$ cat config.mk
export PLATFORM = sky130hd
export DESIGN_NAME = spi_flash_responder
export DESIGN_NICKNAME = d
export VERILOG_FILES = /design/src/rtl/spi_flash_pkg.sv /design/src/rtl/sync_edge.sv /design/src/rtl/spi_flash_responder.sv
export SDC_FILE = /design/constraint.sdc
export NUM_CORES = 1
export LEC_CHECK = 0
export ABC_AREA = 1
export BUFFER_PORTS_ARGS = -buffer_cell sky130_fd_sc_hd__clkbuf_2
export CORE_MARGIN = 3
export CORE_UTILIZATION = 43
export CTS_CLUSTER_DIAMETER = 80
export CTS_CLUSTER_SIZE = 28
export DETAILED_ROUTE_END_ITERATION = 12
export GPL_TIMING_DRIVEN = 0
export PLACE_DENSITY = 0.62
export SLEW_MARGIN = 20
export SYNTH_ARGS = -nofsm -noshare
export SYNTH_HDL_FRONTEND = slang
export SYNTH_HIERARCHICAL = 1
export SYNTH_SLANG_ARGS = --single-unit
$ cat constraint.sdc
create_clock -name CLK -period 2 [get_ports CLK]
set_input_delay 0 -clock CLK [delete_from_list [all_inputs] [get_ports CLK]]
set_output_delay 0 -clock CLK [all_outputs]
set_load 0.01 [all_outputs]
$ cat src/rtl/spi_flash_pkg.sv
// Opcodes, dummy-cycle count and FSM state encoding for the SPI boot-flash responder.
package spi_flash_pkg;

  localparam logic [7:0] OP_READ      = 8'h03;
  localparam logic [7:0] OP_FAST_READ = 8'h0B;
  localparam logic [7:0] OP_JEDEC_ID  = 8'h9F;

  localparam int DUMMY_CYCLES = 8;

  typedef enum logic [2:0] {
    ST_IDLE,
    ST_CMD,
    ST_ADDR,
    ST_DUMMY,
    ST_DATA,
    ST_ID,
    ST_IGNORE
  } state_t;

endpackage

$ cat src/rtl/sync_edge.sv
// Two-flop synchronizer with edge detect against a delayed copy; level/edges valid 2 CLK after the pin.
// No flow control; flops are deliberately unreset so the true pin level is visible as reset releases.
module sync_edge (
  input  logic CLK,
  input  logic d,
  output logic level,
  output logic rise,
  output logic fall
);

  logic meta;
  logic sync;
  logic prev;

  always_ff @(posedge CLK) begin
    meta <= d;
    sync <= meta;
    prev <= sync;
  end

  assign level = sync;
  assign rise  = sync & ~prev;
  assign fall  = ~sync & prev;

endmodule

$ cat src/rtl/spi_flash_responder.sv
// SPI mode-0 flash read target (READ/FAST READ/JEDEC ID) fed from a byte ROM; pin-to-action 3 CLK.
// No backpressure: the initiator must honour SCK phases >= 4 CLK so ROM fetches land before the next fall.
module spi_flash_responder
  import spi_flash_pkg::*;
#(
  parameter int          ADDR_W   = 17,
  parameter logic [23:0] JEDEC_ID = 24'hEF4016
) (
  input  logic              CLK,
  input  logic              reset,
  input  logic              spi_clk,
  input  logic              spi_cs_n,
  input  logic              spi_mosi,
  output logic              spi_miso,
  output logic [ADDR_W-1:0] rom_addr,
  output logic              rom_rstrb,
  input  logic [7:0]        rom_rdata,
  output logic              busy,
  output logic              cmd_error
);

  localparam logic [4:0] DUMMY_LAST = 5'(DUMMY_CYCLES - 1);

  logic sck_rise_raw, sck_fall_raw, sck_lvl_unused;
  logic cs_lvl, cs_rise, cs_fall;
  logic mosi, mosi_rise_unused, mosi_fall_unused;
  logic sck_rise, sck_fall;

  sync_edge u_sck (
    .CLK   (CLK),
    .d     (spi_clk),
    .level (sck_lvl_unused),
    .rise  (sck_rise_raw),
    .fall  (sck_fall_raw)
  );

  sync_edge u_cs (
    .CLK   (CLK),
    .d     (spi_cs_n),
    .level (cs_lvl),
    .rise  (cs_rise),
    .fall  (cs_fall)
  );

  sync_edge u_mosi (
    .CLK   (CLK),
    .d     (spi_mosi),
    .level (mosi),
    .rise  (mosi_rise_unused),
    .fall  (mosi_fall_unused)
  );

  // Gating on CS level also makes a coincident cs_rise win over any SCK edge.
  assign sck_rise = sck_rise_raw & ~cs_lvl;
  assign sck_fall = sck_fall_raw & ~cs_lvl;

  state_t      state, state_next;
  logic [4:0]  bit_cnt;
  logic [7:0]  cmd_sh;
  logic [7:0]  opcode;
  logic        dummy_flag;
  logic [2:0]  out_cnt;
  logic [7:0]  shift_out;
  logic [7:0]  stage;
  logic [23:0] id_sh;
  logic        rd_pend;
  logic        first_fetch;
  logic        fetch;
  logic        bad_op;

  assign opcode = {cmd_sh[6:0], mosi};

  always_ff @(posedge CLK) begin
    if (reset) state <= ST_IDLE;
    else       state <= state_next;
  end

  always_comb begin
    state_next = state;
    fetch      = 1'b0;
    bad_op     = 1'b0;
    unique case (state)
      ST_IDLE: begin
        if (cs_fall)      state_next = ST_CMD;
        else if (!cs_lvl) state_next = ST_IGNORE;
      end
      ST_CMD: begin
        if (sck_rise && bit_cnt == 5'd7) begin
          if (opcode == OP_READ || opcode == OP_FAST_READ) begin
            state_next = ST_ADDR;
          end else if (opcode == OP_JEDEC_ID) begin
            state_next = ST_ID;
          end else begin
            bad_op     = 1'b1;
            state_next = ST_IGNORE;
          end
        end
      end
      ST_ADDR: begin
        if (sck_rise && bit_cnt == 5'd23) begin
          if (dummy_flag) begin
            state_next = ST_DUMMY;
          end else begin
            fetch      = 1'b1;
            state_next = ST_DATA;
          end
        end
      end
      ST_DUMMY: begin
        if (sck_rise && bit_cnt == DUMMY_LAST) begin
          fetch      = 1'b1;
          state_next = ST_DATA;
        end
      end
      default: ;
    endcase
    if (cs_rise) state_next = ST_IDLE;
  end

  always_ff @(posedge CLK) begin
    if (reset) begin
      spi_miso    <= 1'b0;
      rom_addr    <= '0;
      rom_rstrb   <= 1'b0;
      busy        <= 1'b0;
      cmd_error   <= 1'b0;
      bit_cnt     <= '0;
      cmd_sh      <= '0;
      dummy_flag  <= 1'b0;
      out_cnt     <= '0;
      shift_out   <= '0;
      stage       <= '0;
      id_sh       <= '0;
      rd_pend     <= 1'b0;
      first_fetch <= 1'b0;
    end else begin
      rom_rstrb <= 1'b0;
      cmd_error <= bad_op;
      busy      <= ~cs_lvl;
      rd_pend   <= rom_rstrb;

      if (state_next != state)
        bit_cnt <= '0;
      else if (sck_rise && (state == ST_CMD || state == ST_ADDR || state == ST_DUMMY))
        bit_cnt <= bit_cnt + 5'd1;

      if (sck_rise) cmd_sh <= opcode;
      if (state == ST_CMD && sck_rise && bit_cnt == 5'd7)
        dummy_flag <= (opcode == OP_FAST_READ);
      if (state == ST_ADDR && sck_rise)
        rom_addr <= {rom_addr[ADDR_W-2:0], mosi};
      if (state == ST_CMD && state_next == ST_ID)
        id_sh <= JEDEC_ID;

      if (fetch) begin
        rom_rstrb   <= 1'b1;
        first_fetch <= 1'b1;
        out_cnt     <= '0;
      end

      // First returned byte goes straight to the shifter and triggers the prefetch of addr+1.
      if (rd_pend && state == ST_DATA) begin
        if (first_fetch) begin
          shift_out   <= rom_rdata;
          first_fetch <= 1'b0;
          rom_addr    <= rom_addr + ADDR_W'(1);
          rom_rstrb   <= 1'b1;
        end else begin
          stage <= rom_rdata;
        end
      end

      if (sck_fall && state == ST_DATA) begin
        spi_miso <= shift_out[7];
        out_cnt  <= out_cnt + 3'd1;
        if (out_cnt == 3'd7) begin
          shift_out <= stage;
          rom_addr  <= rom_addr + ADDR_W'(1);
          rom_rstrb <= 1'b1;
        end else begin
          shift_out <= {shift_out[6:0], 1'b0};
        end
      end

      if (sck_fall && state == ST_ID) begin
        spi_miso <= id_sh[23];
        id_sh    <= {id_sh[22:0], 1'b0};
      end

      if (state_next != ST_DATA && state_next != ST_ID)
        spi_miso <= 1'b0;
    end
  end

endmodule

After elaboration in Yosys (flattened, before gate mapping)
Cells that the tools add are included.
{"block": "totals", "regBits": 89, "input_bits": 13, "out_inout_bits": 21, "wordCells": 117}
{"block": "classes", "mux": 38, "n_eq_ne": 15, "n_bitwise": 13, "add_sub_neg": 3, "reduce_logical": 25}
{"operator": "two-way mux 17 bit", "n": 5}
{"operator": "two-way mux 24 bit", "n": 2}
{"operator": "two-way mux 8 bit", "n": 4}
{"operator": "two-way mux 3 bit", "n": 10}
{"operator": "adder 17 x 1 -> 17 bit, second input constant", "n": 1}
{"operator": "two-way mux 1 bit", "n": 14}
{"operator": "== test 3 bit, second input constant", "n": 4}
{"operator": "case mux 3 bit (4 select lines)", "n": 1}
{"operator": "logical AND 1 bit", "n": 11}
{"operator": "nonzero test 2 bit", "n": 5}
{"operator": "== test 8 x 2 -> 1 bit, second input constant", "n": 1}
{"operator": "== test 8 x 4 -> 1 bit, second input constant", "n": 1}
{"operator": "== test 8 bit, second input constant", "n": 1}
{"operator": "inverter 1 bit", "n": 7}
{"operator": "AND 1 bit", "n": 6}
{"operator": "== test 3 x 2 -> 1 bit, second input constant", "n": 2}
{"operator": "!= test 3 bit, second input constant", "n": 2}
{"operator": "adder 5 x 1 -> 5 bit, second input constant", "n": 1}
{"operator": "== test 5 x 3 -> 1 bit, second input constant", "n": 1}
{"operator": "== test 5 bit, second input constant", "n": 1}
{"operator": "AND reduction 2 bit", "n": 2}
{"operator": "OR reduction 2 bit", "n": 2}
{"operator": "OR reduction 4 bit", "n": 1}
{"operator": "adder 3 x 1 -> 3 bit, second input constant", "n": 1}
{"operator": "6 further kinds", "n": 8}

Logic depth before layout (Yosys ltp)
{"block": "depth", "ltp_word": 11, "ltp_mapped": 15, "mapped_depth_nobuf": 15}

Cells and area by module
Netlist, hierarchy kept.
{"mod": "spi_flash_responder", "seq_area_each_um2": 1621.6, "cells_per_inst": 546, "instances": 1, "area_each_um2": 3895.0}
{"mod": "sync_edge", "seq_area_each_um2": 60.1, "cells_per_inst": 7, "instances": 3, "area_each_um2": 75.1}

Least setup slack after synthesis
Ideal clock, no wire load.
{"block": "synth_path", "path_type": "flip-flop to flip-flop", "from": "register u_sck.sync, in the netlist u_sck/level", "to": "register id_sh[10]", "t_required_ns": 1.868, "t_arrival_ns": 1.499, "synth_period_minus_slack_ns": 1.631, "stages_incl_launch_ff": 13, "slack_ns": 0.369, "path_cell_list": "dfxtp_1 > inv_1 > nor2_1 > inv_1 > nor2_4 > nand3_1 > nor2_2 > nand2_2 > clkinv_1 > nand3_4 > buf_6 > nand3_1 > a21oi_1"}
{"block": "synth_via", "elab_chain_cells": 9}
{"item": "from (decl)", "line_no": "sync_edge.sv:12", "source": "logic sync;"}
{"item": "from (signal assigned)", "line_no": "sync_edge.sv:17", "source": "sync <= meta;"}
{"item": "AND 1 bit *", "line_no": "sync_edge.sv:22", "source": "assign rise = sync & ~prev;"}
{"item": "named net sck_rise_raw", "line_no": "spi_flash_responder.sv:24", "source": "logic sck_rise_raw, sck_fall_raw, sck_lvl_unused;"}
{"item": "AND 1 bit *", "line_no": "spi_flash_responder.sv:54", "source": "assign sck_rise = sck_rise_raw & ~cs_lvl;"}
{"item": "logical AND 1 bit (on tied branches)", "line_no": "spi_flash_responder.sv:88, spi_flash_responder.sv:110, spi_flash_responder.sv:100"}
{"item": "two-way mux 3 bit (on tied branches)", "line_no": "spi_flash_responder.sv:110, spi_flash_responder.sv:88, spi_flash_responder.sv:100"}
{"item": "case mux 3 bit (4 select lines) *", "line_no": "spi_flash_responder.sv:82", "source": "unique case (state)"}
{"item": "two-way mux 3 bit *", "line_no": "spi_flash_responder.sv:117", "source": "if (cs_rise) state_next = ST_IDLE;"}
{"item": "== test 3 bit *", "line_no": "spi_flash_responder.sv:152", "source": "if (state == ST_CMD && state_next == ST_ID)"}
{"item": "logical AND 1 bit *", "line_no": "spi_flash_responder.sv:152"}
{"item": "nonzero test 2 bit (no line) *"}
{"item": "to (signal assigned)", "line_no": "spi_flash_responder.sv:187", "source": "id_sh <= {id_sh[22:0], 1'b0};"}
{"item": "to (decl)", "line_no": "spi_flash_responder.sv:65", "source": "logic [23:0] id_sh;"}
The timed path passes the listed nets; every way through them passes the cells marked *.
A chain may end at the register's enable or synchronous reset.

Worst setup path after layout
{"block": "layout_path", "from": "register u_sck.sync, in the netlist u_sck/level", "to": "register rom_addr[4]"}
{"block": "layout_via", "elab_chain_cells": 8}
{"item": "AND 1 bit *", "line_no": "sync_edge.sv:22"}
{"item": "named net sck_rise_raw", "line_no": "spi_flash_responder.sv:24"}
{"item": "AND 1 bit *", "line_no": "spi_flash_responder.sv:54"}
{"item": "logical AND 1 bit *", "line_no": "spi_flash_responder.sv:150", "source": "if (state == ST_ADDR && sck_rise)"}
{"item": "two-way mux 17 bit *", "line_no": "spi_flash_responder.sv:150"}
{"item": "two-way mux 17 bit", "line_no": "spi_flash_responder.sv:163", "source": "if (first_fetch) begin"}
{"item": "two-way mux 17 bit *", "line_no": "spi_flash_responder.sv:162", "source": "if (rd_pend && state == ST_DATA) begin"}
{"item": "two-way mux 17 bit", "line_no": "spi_flash_responder.sv:176", "source": "if (out_cnt == 3'd7) begin"}
{"item": "two-way mux 17 bit *", "line_no": "spi_flash_responder.sv:173", "source": "if (sck_fall && state == ST_DATA) begin"}
{"item": "to (signal assigned)", "line_no": "spi_flash_responder.sv:151", "source": "rom_addr <= {rom_addr[ADDR_W-2:0], mosi};"}
{"item": "to (signal assigned)", "line_no": "spi_flash_responder.sv:166", "source": "rom_addr <= rom_addr + ADDR_W'(1);"}
{"item": "to (signal assigned)", "line_no": "spi_flash_responder.sv:178", "source": "rom_addr <= rom_addr + ADDR_W'(1);"}
{"item": "to (decl)", "line_no": "spi_flash_responder.sv:15", "source": "output logic [ADDR_W-1:0] rom_addr,"}
Marks and branches as above.

==> impl_metrics.py <==
metrics = {
    "timing": {
        "finalHoldViolCount": 0,
        "finalSetupViolations": 0,
        "period_share_pct": 89.96,
        "slew_viol_final": 0,
        "worst_pin_slew_ns": 0.6003,
        "slew_headroom_pct": 59.98,
        "finalSetupTns_ns": 0,
        "min_period_ns": 1.799,
        "skew_ns": 0.01564,
        "whs_ns": 0.03833,
        "max_freq_mhz": 555.8,
        "grt_setup_unrepaired": "false",
    },
    "critical_path": {
        "crit_arrival_ns": 2.01,
        "worstPathMaxFanout": 10,
        "start_kind": "flop",
        "endpoint_kind": "flop",
        "crit_type": "flop to flop",
        "cp.required_ns": 2.21,
    },
    "synthesis": {
        "netlist_instances": 562,
        "synth.avg_cell_area_sq_um": 7.269,
        "syn_nets": 579,
        "syn_area_sq_mm": 0.004085,
        "synth_warnings": 6,
    },
    "detailed_routing": {
        "finalWirelength_microns": 9376,
        "dr.first_iter.drc_count": 146,
        "antenna_left": 0,
        "via_per_inst": 4.977,
        "avgRoutedWirePerCell_microns": 12.50,
        "vias": 3733,
        "drt_first_pass_iters": 4,
        "drc": 0,
    },
    "cts": {
        "worstSkewPairLatency_ns": 0.36,
        "cts_sinks": 89,
        "clk_pin_slew_ns": 0.09,
        "cts_buffers": 9,
        "clockRootBuffer": "clkbuf_8",
        "clock_path_buffers": 2,
        "cts_tree": "done",
        "htreeDepth": 3,
    },
    "global_routing": {
        "track_usage_pct": 18.68,
        "grt_max_degree": 17,
        "grt_pass1_vias": 3421,
        "antenna_found_initial": 0,
        "grt_pass1_wl_microns": 15900,
        "overflow": 0,
    },
    "layout": {
        "finalInstanceArea_sq_mm": 0.004783,
        "multiInputGateArea_sq_mm": 0.001942,
        "layout-drive-gt1-share_pct": 16.03,
        "area_delta_synth_final_pct": 17.09,
        "layout.nets": 636,
        "fillers": 911,
        "antennaDiodeCount": 0,
        "seqCellArea_sq_mm": 0.001788,
    },
    "pwr": {
        "power_mw": 3.419,
        "ir_drop_v": 0.0003934,
        "p_leak_nw": 1.942,
        "p_per_area_mw_per_mm2": 714.8,
    },
    "floorplanning": {
        "die_y_microns": 103.5,
        "die_w_microns": 103.5,
        "initial_utilization_pct": 45.51,
        "rows": 34,
        "num_io_pins": 34,
        "die_area_sq_mm": 0.01071,
        "core_sq_mm": 0.008976,
    },
    "flow_run": {
        "cap_violations": 0,
    },
    "place": {
        "place_congestion": 0.8360,
        "hpwl_microns": 6585,
        "postPlaceCellArea_sq_mm": 0.004403,
        "port-buffer-count": 32,
    },
    "worst_hold_path": {
        "hp-class": "input port to flop",
    },
    "outcome": {
        "status": "finished, final reports clean",
    },
}
final timing paths:
kind / start / cells after the start / endpoint / slack, ns
min: reset / 2 / state[2] / 0.04
min reg2reg: u_mosi/meta / 0 / u_mosi/level / 0.32
max: u_sck/level / 9 / rom_addr[4] / 0.20
max reg2reg: u_sck/level / 9 / rom_addr[4] / 0.20
routing by layer:
| layer | global-route usage [%] | share of wire, % | up-vias |
|---|---|---|---|
| li1 | - | - | 1938 |
| met4 | 6.076 | 1.3 | 0 |
| met3 | 3.689 | 4.4 | 11 |
| met5 | 0 | 0 | - |
| met2 | 29.22 | 45 | 80 |
| met1 | 25.90 | 50 | 1704 |
area by class of cell:
class | instances | area share (%)
Inverter | 69 | 5.415
Sequential cell | 89 | 37.38
Tap cell | 126 | 3.296
Timing Repair Buffer | 46 | 6.121
Multi-Input combinational cell | 381 | 40.60
Buffer | 23 | 2.511
Clock inverter | 7 | 2.093
Clock buffer | 9 | 2.590
through the flow:
stage                     setup WS [ns]  utilization [%]  cells
after detailed placement        0.08574            49.05    720
after global placement           0.1041            49.05    720
after CTS                       0.06136            52.77    747
after global routing            0.02184            53.29    750
after floorplan                  0.3686                -    562
final                            0.2008            53.29    750
repair_timing:
| action | CTS | global route |
|---|---|---|
| endpoints found under the setup margin | 0 | 35 |
| hold endpoints to repair | 19 | 0 |
| hold buffers | 11 | 0 |
| resized for setup | 0 | 12 |
| buffers inserted | 0 | 3 |
flip-flops by register name (all words and copies together), names as in the netlist, 3 cells and up:
name / cells
out_cnt: 3
cmd_sh: 7
rom_addr: 17
stage: 8
id_sh: 23
bit_cnt: 5
state: 3
shift_out: 8
where the power goes:
part	internal (mW)	total (mW)	switching [mW]	leakage, nW
Sequential	1.80	1.82	0.0258	0.723
Combinational	0.0765	0.205	0.128	1.10
Clock	0.717	1.39	0.673	0.115
cells in the final DEF (no fill, tap or decap), types with 9 or more instances in the layout:
cell type,n
dfxtp_1,84
nand2_1,99
a31oi_1,9
xor2_1,13
clkbuf_1,11
nor2_1,71
clkbuf_2,32
a21oi_1,44
inv_1,63
clkbuf_8,9
nand3_1,28
dlygate4sd3_1,11
o21ai_0,59
critical path, cell delays in order, from the launching register on:
cell      delay (ns)
dfxtp_1         0.35
inv_1           0.04
nor2_1          0.14
inv_1           0.09
nor2_4          0.12
buf_4           0.13
nand2_1         0.18
buf_2           0.26
a211oi_1        0.28
a211oi_1        0.07
No activity file was read; power rests on OpenSTA's default activity.
